### src/rtl/mux_nto1_reg.sv
// Registered N-to-1 word selector with a valid/ready output stage.
// Direct mode picks the channel by Sel; scan mode round-robins over the enabled channels in Mask.
module mux_nto1_reg #(
  parameter int WIDTH  = 32,
  parameter int NUM_IN = 16,
  parameter int SEL_W  = $clog2(NUM_IN)
) (
  input  logic                    Clk,
  input  logic                    Reset,
  input  logic [NUM_IN*WIDTH-1:0] In,
  input  logic                    InValid,
  input  logic                    Mode,
  input  logic [SEL_W-1:0]        Sel,
  input  logic [NUM_IN-1:0]       Mask,
  input  logic                    OutReady,
  output logic [WIDTH-1:0]        Out,
  output logic                    OutValid,
  output logic [SEL_W-1:0]        OutSel,
  output logic                    OutErr
);

  logic [SEL_W-1:0] scan_ptr;
  logic [SEL_W-1:0] scan_idx;
  logic             scan_found;
  logic [SEL_W-1:0] pick;
  logic [WIDTH-1:0] pick_data;
  logic             sel_oob;
  logic             load;

  // Circular search from scan_ptr; the first hit (smallest offset) wins.
  always_comb begin
    scan_found = 1'b0;
    scan_idx   = '0;
    for (int i = 0; i < NUM_IN; i++) begin
      automatic int               j  = int'(scan_ptr) + i;
      automatic logic [SEL_W-1:0] jj;
      if (j >= NUM_IN) j = j - NUM_IN;
      jj = SEL_W'(j);
      if (!scan_found && Mask[jj]) begin
        scan_found = 1'b1;
        scan_idx   = jj;
      end
    end
  end

  // An out-of-range Sel matches no channel, so the word reads as zero.
  always_comb begin
    pick      = Mode ? scan_idx : Sel;
    sel_oob   = !Mode && (int'(Sel) >= NUM_IN);
    pick_data = '0;
    for (int k = 0; k < NUM_IN; k++) begin
      if (SEL_W'(k) == pick) pick_data = In[k*WIDTH +: WIDTH];
    end
  end

  assign load = InValid && (!OutValid || OutReady) && (!Mode || scan_found);

  always_ff @(posedge Clk or posedge Reset) begin
    if (Reset) begin
      Out      <= '0;
      OutValid <= 1'b0;
      OutSel   <= '0;
      OutErr   <= 1'b0;
      scan_ptr <= '0;
    end else if (load) begin
      Out      <= pick_data;
      OutValid <= 1'b1;
      OutSel   <= pick;
      OutErr   <= sel_oob;
      if (Mode) begin
        scan_ptr <= (scan_idx == SEL_W'(NUM_IN - 1)) ? '0 : scan_idx + 1'b1;
      end
    end else if (OutReady) begin
      OutValid <= 1'b0;
    end
  end

endmodule

### config.mk
export PLATFORM = sky130hd
export DESIGN_NAME = mux_nto1_reg
export DESIGN_NICKNAME = d
export VERILOG_FILES = /design/src/rtl/mux_nto1_reg.sv
export SDC_FILE = /design/constraint.sdc
export NUM_CORES = 1
export LEC_CHECK = 0
export ABC_AREA = 1
export CAP_MARGIN = 20
export CORE_AREA = 3 3 221 223
export DETAILED_ROUTE_END_ITERATION = 8
export DIE_AREA = 0 0 224 226
export PLACE_DENSITY = 0.5
export SLEW_MARGIN = 20
export SYNTH_ARGS = -nofsm -noshare
export SYNTH_HDL_FRONTEND = slang
export SYNTH_SLANG_ARGS = --single-unit
### constraint.sdc
create_clock -name Clk -period 4.5 [get_ports Clk]
set_input_delay 0.675 -clock Clk [delete_from_list [all_inputs] [get_ports Clk]]
set_output_delay 0.675 -clock Clk [all_outputs]
set_load 0.005 [all_outputs]
After elaboration in Yosys (flattened, before gate mapping)
Cells that the tools add are included.
{"block": "word_totals", "ff_bits": 41}
{"block": "op_classes", "addsub": 32, "n_lt_le_gt_ge": 32, "n_eq_ne": 16, "muxes": 100, "n_reduce_logical": 39}
{"operator": "$mux 32", "count": 16}
{"operator": "$mux 4", "count": 34}
{"operator": "$lt 4x5->1 const B", "count": 16}
{"operator": "$ge 5x5->1 const B", "count": 15}
{"operator": "$bmux 1 s4", "count": 16}
{"operator": "$sub 4x1->4 const B", "count": 16}
{"operator": "$add 4x4->5 const B", "count": 8}
{"operator": "$mux 1", "count": 34}
{"operator": "$eq 4x4->1 const A", "count": 8}
{"operator": "$add 4x3->5 const B", "count": 4}
{"operator": "$logic_and 1x1->1", "count": 17}
{"operator": "$logic_not 1->1", "count": 17}
{"operator": "$eq 3x4->1 const A", "count": 4}
{"operator": "$add 4x2->5 const B", "count": 2}
{"operator": "$eq 2x4->1 const A", "count": 2}
{"operator": "$add 4x1->5 const B", "count": 1}
{"operator": "$ge 4x5->1 const B", "count": 1}
{"operator": "$add 4x1->4 const B", "count": 1}
{"operator": "$eq 1x4->1 const A", "count": 1}
{"operator": "$eq 4x4->1 const B", "count": 1}
{"operator": "$logic_not 4->1", "count": 1}
{"operator": "$logic_or 1x1->1", "count": 2}
{"operator": "$reduce_and 2->1", "count": 1}
{"operator": "$reduce_bool 2->1", "count": 1}

Longest topological paths before layout
{"block": "depth", "word_depth": 68, "depth_mapped": 40}

Least setup slack after synthesis
Ideal clock, no wire load.
{"block": "synth_path", "kind": "reg2reg", "startpoint": "register scan_ptr[1]", "endpoint": "register Out[4]", "setup_ps": 117, "arrival_ps": 4327, "required_ps": 4383, "path_slack_ps": 56, "stages_incl_launch_ff": 37, "n_path_buf": 3, "synth_period_minus_slack_ps": 4444, "path_cell_list": "dfrtp_1 inv_1 buf_2 ha_1 inv_1 clkbuf_1 nand3_1 nand3_1 nand2_1 nand2_1 nand2_2 nor2_8 nand4_2 nor2_4 nand4_4 nor2_2 nand4_1 nor2_2 nand2_1 inv_2 nand2_1 nand3_2 nand2_2 nand2_4 nand2_4 nor3_4 inv_2 buf_6 or2_0 nand2_1 nand4_1 nand2_1 nand3_1 nand2_1 nand2_1 nand2_1 nand2_1"}
{"block": "synth_between", "elab_chain_cells": 68, "word_cells_on_any_way": 192, "classes_between": "add/sub: 31; order compare: 16; eq/ne: 15; mux: 97; reduce/logical: 33"}
{"item": "from (decl)", "line": "22", "rtl": "logic [SEL_W-1:0] scan_ptr;"}
{"item": "from (signal assigned)", "line": "71", "rtl": "scan_ptr <= (scan_idx == SEL_W'(NUM_IN - 1)) ? '0 : scan_idx + 1'b1;"}
{"item": "branches (longest 68 deep; another with $add 4x1->5)"}
{"item": "to (signal assigned)", "line": "66", "rtl": "Out <= pick_data;"}
{"item": "to (decl)", "line": "16", "rtl": "output logic [WIDTH-1:0] Out,"}
Several ways; the timed one is not identified. The select of a mux whose other input is x is not followed.
A chain may end at the register's enable or synchronous reset.

Worst setup path in the final report
{"block": "layout_path", "startpoint": "register scan_ptr[1]", "endpoint": "register Out[29]"}
The elaborated chain is that of the path after synthesis.

==> metrics.cfg <==
[power_and_ir_drop]
ir_worst_vdd_uv=365
power.density_nw_per_um2=918
total_power_mw=17.0
power_leakage_nw=8.24

[global_route]
grt_pass1_wl_mm=89.7
grtUsageTotal=0.237
grt_max_degree=30
antenna_found_initial=14
overflow=0
grt_pass1_vias=13700

[synthesis]
synth_nets=2079
synth_flop_cell=dfrtp_1
synth_top_family_by_area=simple AND/OR/NAND/NOR gates
synthCells=1534
synth_cell_types=42
synth-seq-cells=41
avgSynthCellArea_um2=5.08
synth.area.mux_share=0
synth_xor_area_frac=0.00786
ys_seq_area_frac=0.132
synth_adder_area_share=0.0128
synth_compound_area_frac=0.0685
syn_area_um2=7800
synth-async-reset-ratio=1.00
yosysWarningCount=0
synth-edff-count=0
yosys.area_share.simple=0.662

[setup_path]
worst_setup_path_end_kind=flop
start_kind=flop
path_buf_inv=7
max_stage_delay_ps=380
crit_family=simple AND/OR/NAND/NOR gates
critPathMostFrequentCell=nor2_1
critical_path_arrival_ps=4870
critPathLaunch=scan_ptr[1]
path_class=flop to flop
worstReg2RegStart=scan_ptr[1]
cp_max_fo=7
required_ps=4700
slowest_stage=dfrtp_1

[placed_design]
portBuffers=573
dp_slack_ps=-846
gp_congestion=0.980
placed_cells=2827
dp_hpwl_mm=52.7
dpl_cell_area_um2=15800

[timing]
drv_slew=0
setup_ws_ps=-166
setup-tns-final_ps=-1820
fmax_ghz=0.214
finalCriticalPeriod_ps=4670
rsz0062_at_grt=yes
post-route-period-util=1.04
finalSetupViolCount=22
clock_skew_ps=9.76
finalHoldViolations=0

[drt]
viasPerCell=4.69
firstDrtPassIters=5
drcViolationCount=0
drt_wl_total_mm=65.3
drtIter0Drc=1052
ant_nets=0
wl_per_cell_um=22.3
via_count=13700

[die]
die_area_um2=50600
fp.dieW_um=224
io_pins=575
die_h_um=226
rows=79
core-area_um2=46800
start_util=0.167

[finish]
fin_area_um2=18500
nNetsFinal=2858
instances_no_fill=2929
area_growth_pct=137
drive_gt1_frac=0.274

[cts]
cts_max_level=2
clkLatencyLatePin_ps=300
root_buffer=clkbuf_16
cts-buffers-inserted=5
cts_sinks=41
clk_pin_slew_worst_paths_ps=80
cts_tree=done
cts_buffer_depth=2

[status]
violations=negative setup slack
status=complete, but fails checks

[worst_hold_path]
hold_class=flop to flop
min_from=Out[13]

[run]
drv_cap=0

==> worst paths after layout <==
| path | endpoint | slack (ps) | depth (start not counted) |
|---|---|---|---|
| max | Out[29] | -170 | 37 |
| max reg2reg | Out[29] | -170 | 37 |
| min reg2reg | Out[13] | 470 | 2 |
| min in group asynchronous | Out[2] | 700 | 2 |
| max in group asynchronous | Out[16] | 3270 | 3 |
| min | Out[13] | 470 | 2 |
==> metrics by stage <==
stage	hold slack, ps	utilization
floorplan	472	-
global placement	461	0.337
detailed placement	465	0.337
CTS	489	0.375
global route	500	0.395
finish	475	0.395
==> report_power, final <==
part | switching [mW] | internal, mW
clock | 0.188 | 0.264
combinational | 8.76 | 7.07
sequential | 0.123 | 0.559
total | 9.07 | 7.89
==> worst reg2reg max path: cells and delay by family (launching register included) <==
kind	cells	cell delay (ps)
buffers and inverters	7	940
flip-flops	1	380
AND/OR/NAND/NOR	29	2940
adder cells (fa/ha/maj)	1	330
==> logic make-up after synthesis <==
logic type | Yosys count
AND/OR/NAND/NOR | 1150
buffers and inverters | 224
AO/OA/AOI/OAI | 103
flip-flops | 41
adder cells (fa/ha/maj) | 8
XOR/XNOR | 7
other | 1
==> registers in the layout (all words and copies together) (netlist names) <==
signal,count
scan_ptr,4
OutValid,1
OutSel,4
Out,32
==> synth_stat cells, types with 4 or more instances <==
master,instances,area [um^2]
nand2_1,560,2100
o21ai_1,9,45.0
nor2_2,5,31.3
inv_1,137,514
nand4_2,4,50.1
ha_1,8,100
a21oi_1,62,310
or2_2,25,156
inv_2,7,26.3
clkbuf_1,39,146
or2_0,13,81.3
dfrtp_1,41,1030
or2_1,11,68.8
xor2_1,6,52.6
nand2_2,5,31.3
nor2_1,171,642
buf_2,35,175
o21ai_0,25,125
nand4_1,84,526
and3_1,4,25.0
nand3_1,251,1260
==> routing by layer <==
layer	up-vias	track usage	share of wire
met5	-	0	0.00061
met4	6	0.0644	0.029
met3	104	0.0478	0.077
met2	676	0.414	0.48
met1	6417	0.297	0.41
li1	6524	-	-
==> area by class of cell <==
cell class / count / area [um^2]
Tap cell: 607 / 759
Sequential cell: 41 / 1030
Timing Repair inverter: 1 / 7.51
Antenna cell: 8 / 20.0
Clock buffer: 5 / 125
Clock inverter: 3 / 46.3
Timing Repair Buffer: 847 / 8660
Multi-Input combinational cell: 1271 / 7270
Fill cell: 4986 / 28300
Inverter: 146 / 567
==> timing repair <==
item | 4_1_cts | 5_1_grt
pin swaps | 145 | 158
gates resized for setup | 267 | 176
gates cloned | 7 | 9
setup endpoints to repair | 32 | 33
hold buffers | 0 | 0
setup buffers | 60 | 22
==> placed cells by master, fill, tap and decap left out, types with 8 or more instances in the layout <==
| cell | n |
|---|---|
| clkdlybuf4s50_1 | 557 |
| nand2_1 | 466 |
| buf_4 | 175 |
| nand3_1 | 148 |
| inv_1 | 126 |
| nor2_1 | 121 |
| nand3_2 | 88 |
| nand4_1 | 84 |
| nand2_2 | 79 |
| a21oi_1 | 53 |
| nor2_2 | 45 |
| buf_6 | 42 |
| dfrtp_1 | 40 |
| buf_12 | 38 |
| or2_2 | 25 |
| o21ai_0 | 24 |
| nand2_4 | 22 |
| nand3_4 | 16 |
| dlygate4sd2_1 | 16 |
| nor2_4 | 15 |
| inv_2 | 15 |
| or2_0 | 12 |
| clkbuf_16 | 12 |
| or2_1 | 11 |
| a21oi_2 | 9 |
| buf_8 | 9 |
| diode_2 | 8 |
No activity file was read; power rests on OpenSTA's default activity.
==> patch: new RTL, same flow settings <==
Change the parameter `NUM_IN` from 16 to 8.
--- a/src/rtl/mux_nto1_reg.sv
+++ b/src/rtl/mux_nto1_reg.sv
@@ -2,7 +2,7 @@
 // Direct mode picks the channel by Sel; scan mode round-robins over the enabled channels in Mask.
 module mux_nto1_reg #(
   parameter int WIDTH  = 32,
-  parameter int NUM_IN = 16,
+  parameter int NUM_IN = 8,
   parameter int SEL_W  = $clog2(NUM_IN)
 ) (
   input  logic                    Clk,
Ports: changed (resized In, Mask, OutSel and Sel); port bits go from 575 to 309. No check against the original RTL was run, so the function may have changed too.
==> patch against the original RTL <==
  * Global-route usage down 13 points
  * Cell area down 53%
  * Routed wire length down 55%
  * First-iteration DRC count down 58%
  * Cell count down 42%
  * Power down 68%
  * Die area unchanged
  * Combinational power down 72%
  * Area after synthesis down 39%
  * Sequential cell count down 2
  * Worst setup slack better by 0.74 ns
  * Sequential share of layout area up 5.7 points
==> patch: results (changes against the original RTL) <==
grt_use_total_pct: 11.08  # was 23.72%
seq_area_frac_synth_pct: 20.39  # was 13.16%
filler_cell_count: 5320  # was 4986
dr_total_vias: 6472  # was 13730
setup_viol: 0  # was 22
root_buffer: "clkbuf_16"  # unchanged
skew_ns: 0.008792  # was 0.009757 ns
synthCells: 808  # was 1534
status: "complete, no violations"  # was finished, violations left
dp_hpwl_um: 22800  # was 52740 um
cp_slowest_cell: "dfrtp_1"  # unchanged
nets: 1366  # was 2858
numCtsBuffers: 5  # unchanged
cts_max_level: 2  # unchanged
arrival_ns: 4.17  # was 4.87 ns
drt_iter0_drc: 440  # was 1052
dp_slack_ns: 0.5259  # was -0.8458 ns
clock_latency_ns: 0.32  # was 0.30 ns
syn_nets: 1083  # was 2079
dr.pass1.iters: 5  # unchanged
layout-drive-gt1-share_pct: 7.875  # was 27.36%
leakage_nw: 3.760  # was 8.236 nW
clockBufferDepth: 2  # unchanged
ctsResizeCount: 0  # was 267
yosysUniqueCellTypes: 36  # was 42
postSynth.asyncResetShare_pct: 100.0  # unchanged
synthTopCellsByCount: "224 x nand2_1, 100 x nand4_1, 89 x nor2_1, 86 x nand3_1, 81 x inv_1"  # was 560 x nand2_1, 251 x nand3_1, 171 x nor2_1, 137 x inv_1, 84 x nand4_1
grt_max_degree: 40  # was 30
peakVddDrop_mv: 0.2168  # was 0.3647 mV
gp_congestion: 0.9174  # was 0.9798
synthTopCellsByArea: "dfrtp_1 20%, nand2_1 18%, nand4_1 13%"  # was nand2_1 27%, nand3_1 16%, dfrtp_1 13%
antenna_found_initial: 6  # was 14
routed_wl_um: 29130  # was 65300 um
grt_pass1_wl_um: 41360  # was 89690 um
crit_path_max_incr_delay_ns: 0.57  # was 0.38 ns
holdCritPathClass: "reg2reg"  # unchanged
tightest_slew_ns: 0.8779
synth_warnings: 0  # unchanged
worstPathMaxFanout: 15  # was 7
post-cts-setup-buffers: 0  # was 60
io_buffers: 307  # was 573
clk_pin_slew_ns: 0.07
fin_cells: 1701  # was 2929
place_area_um2: 8496  # was 15760 um^2
top_regs: "Out (32), OutSel (3), scan_ptr (3)"  # was Out (32), OutSel (4), scan_ptr (4)
==> patch: cell count changes in the layout (fill, tap and decap cells not counted), moves of 36 or more <==
| cell | unedited run | this run |
|---|---|---|
| nand3_1 | 148 | 86 |
| buf_12 | 38 | 2 |
| nor2_2 | 45 | 0 |
| nand2_2 | 79 | 14 |
| nand3_2 | 88 | 10 |
| clkdlybuf4s50_1 | 557 | 307 |
| nand2_1 | 466 | 222 |
| buf_4 | 175 | 19 |
| buf_6 | 42 | 0 |
| inv_1 | 126 | 79 |
==> patch: worst max-delay path: cells and delay by family (launching register included) <==
family / cells / cell delay, ns
flip-flops: 1 / 0.57
AO/OA/AOI/OAI: 1 / 0.12
buffers and inverters: 4 / 0.90
AND/OR/NAND/NOR: 17 / 1.80
adder cells (fa/ha/maj): 1 / 0.44
==> patch: final timing paths <==
kind	startpoint	endpoint	slack, ns	cells past startpoint
worst max-delay path	scan_ptr[0]$_DFFE_PP0P_	Out[29]$_DFFE_PP0P_	0.57	23
worst min-delay path	Out[8]$_DFFE_PP0P_	Out[8]$_DFFE_PP0P_	0.48	2
worst max register to register	scan_ptr[0]$_DFFE_PP0P_	Out[29]$_DFFE_PP0P_	0.57	23
max in group asynchronous	Reset	Out[21]$_DFFE_PP0P_	3.04	3
worst min register to register	Out[8]$_DFFE_PP0P_	Out[8]$_DFFE_PP0P_	0.48	2
min in group asynchronous	Reset	Out[6]$_DFFE_PP0P_	0.64	2
==> patch: cell type report <==
type	count	area [um^2]	area share, %
antenna	2	5.005	0.05770
clock inverter	2	35.03	0.4039
sequential	39	975.9	11.25
tap	607	759.5	8.755
clock buffer	6	138.9	1.601
timing repair buffer	328	3256	37.53
inverter	92	352.8	4.067
multi-input combinational	625	3152	36.33
==> patch: logic make-up (layout without fill, tap and decap cells) <==
| group | count (synthesis) | after routing | synth area share (%) |
|---|---|---|---|
| compound gates | 78 | 78 | 8.547 |
| xor+xnor | 4 | 4 | 0.8888 |
| fa+ha+maj | 3 | 3 | 0.7842 |
| buf+inv | 144 | 428 | 13.98 |
| flops | 39 | 39 | 20.39 |
| other cells | 1 | 3 | 0.07834 |
| simple gates | 539 | 539 | 55.33 |
==> patch: report_power, final <==
part / total [mW] / internal (mW) / switching, mW
clock: 0.475 / 0.277 / 0.198
combinational: 4.39 / 1.55 / 2.83
sequential: 0.633 / 0.518 / 0.115
total: 5.49 / 2.35 / 3.14
==> patch: metal layers <==
layer	vias up	GRT usage [%]	part of all wire [%]
met5	-	0	0.23
met4	10	2.703	1.6
met3	33	3.042	6.7
met2	245	19.48	50
met1	2926	13.42	42
li1	3258	-	-
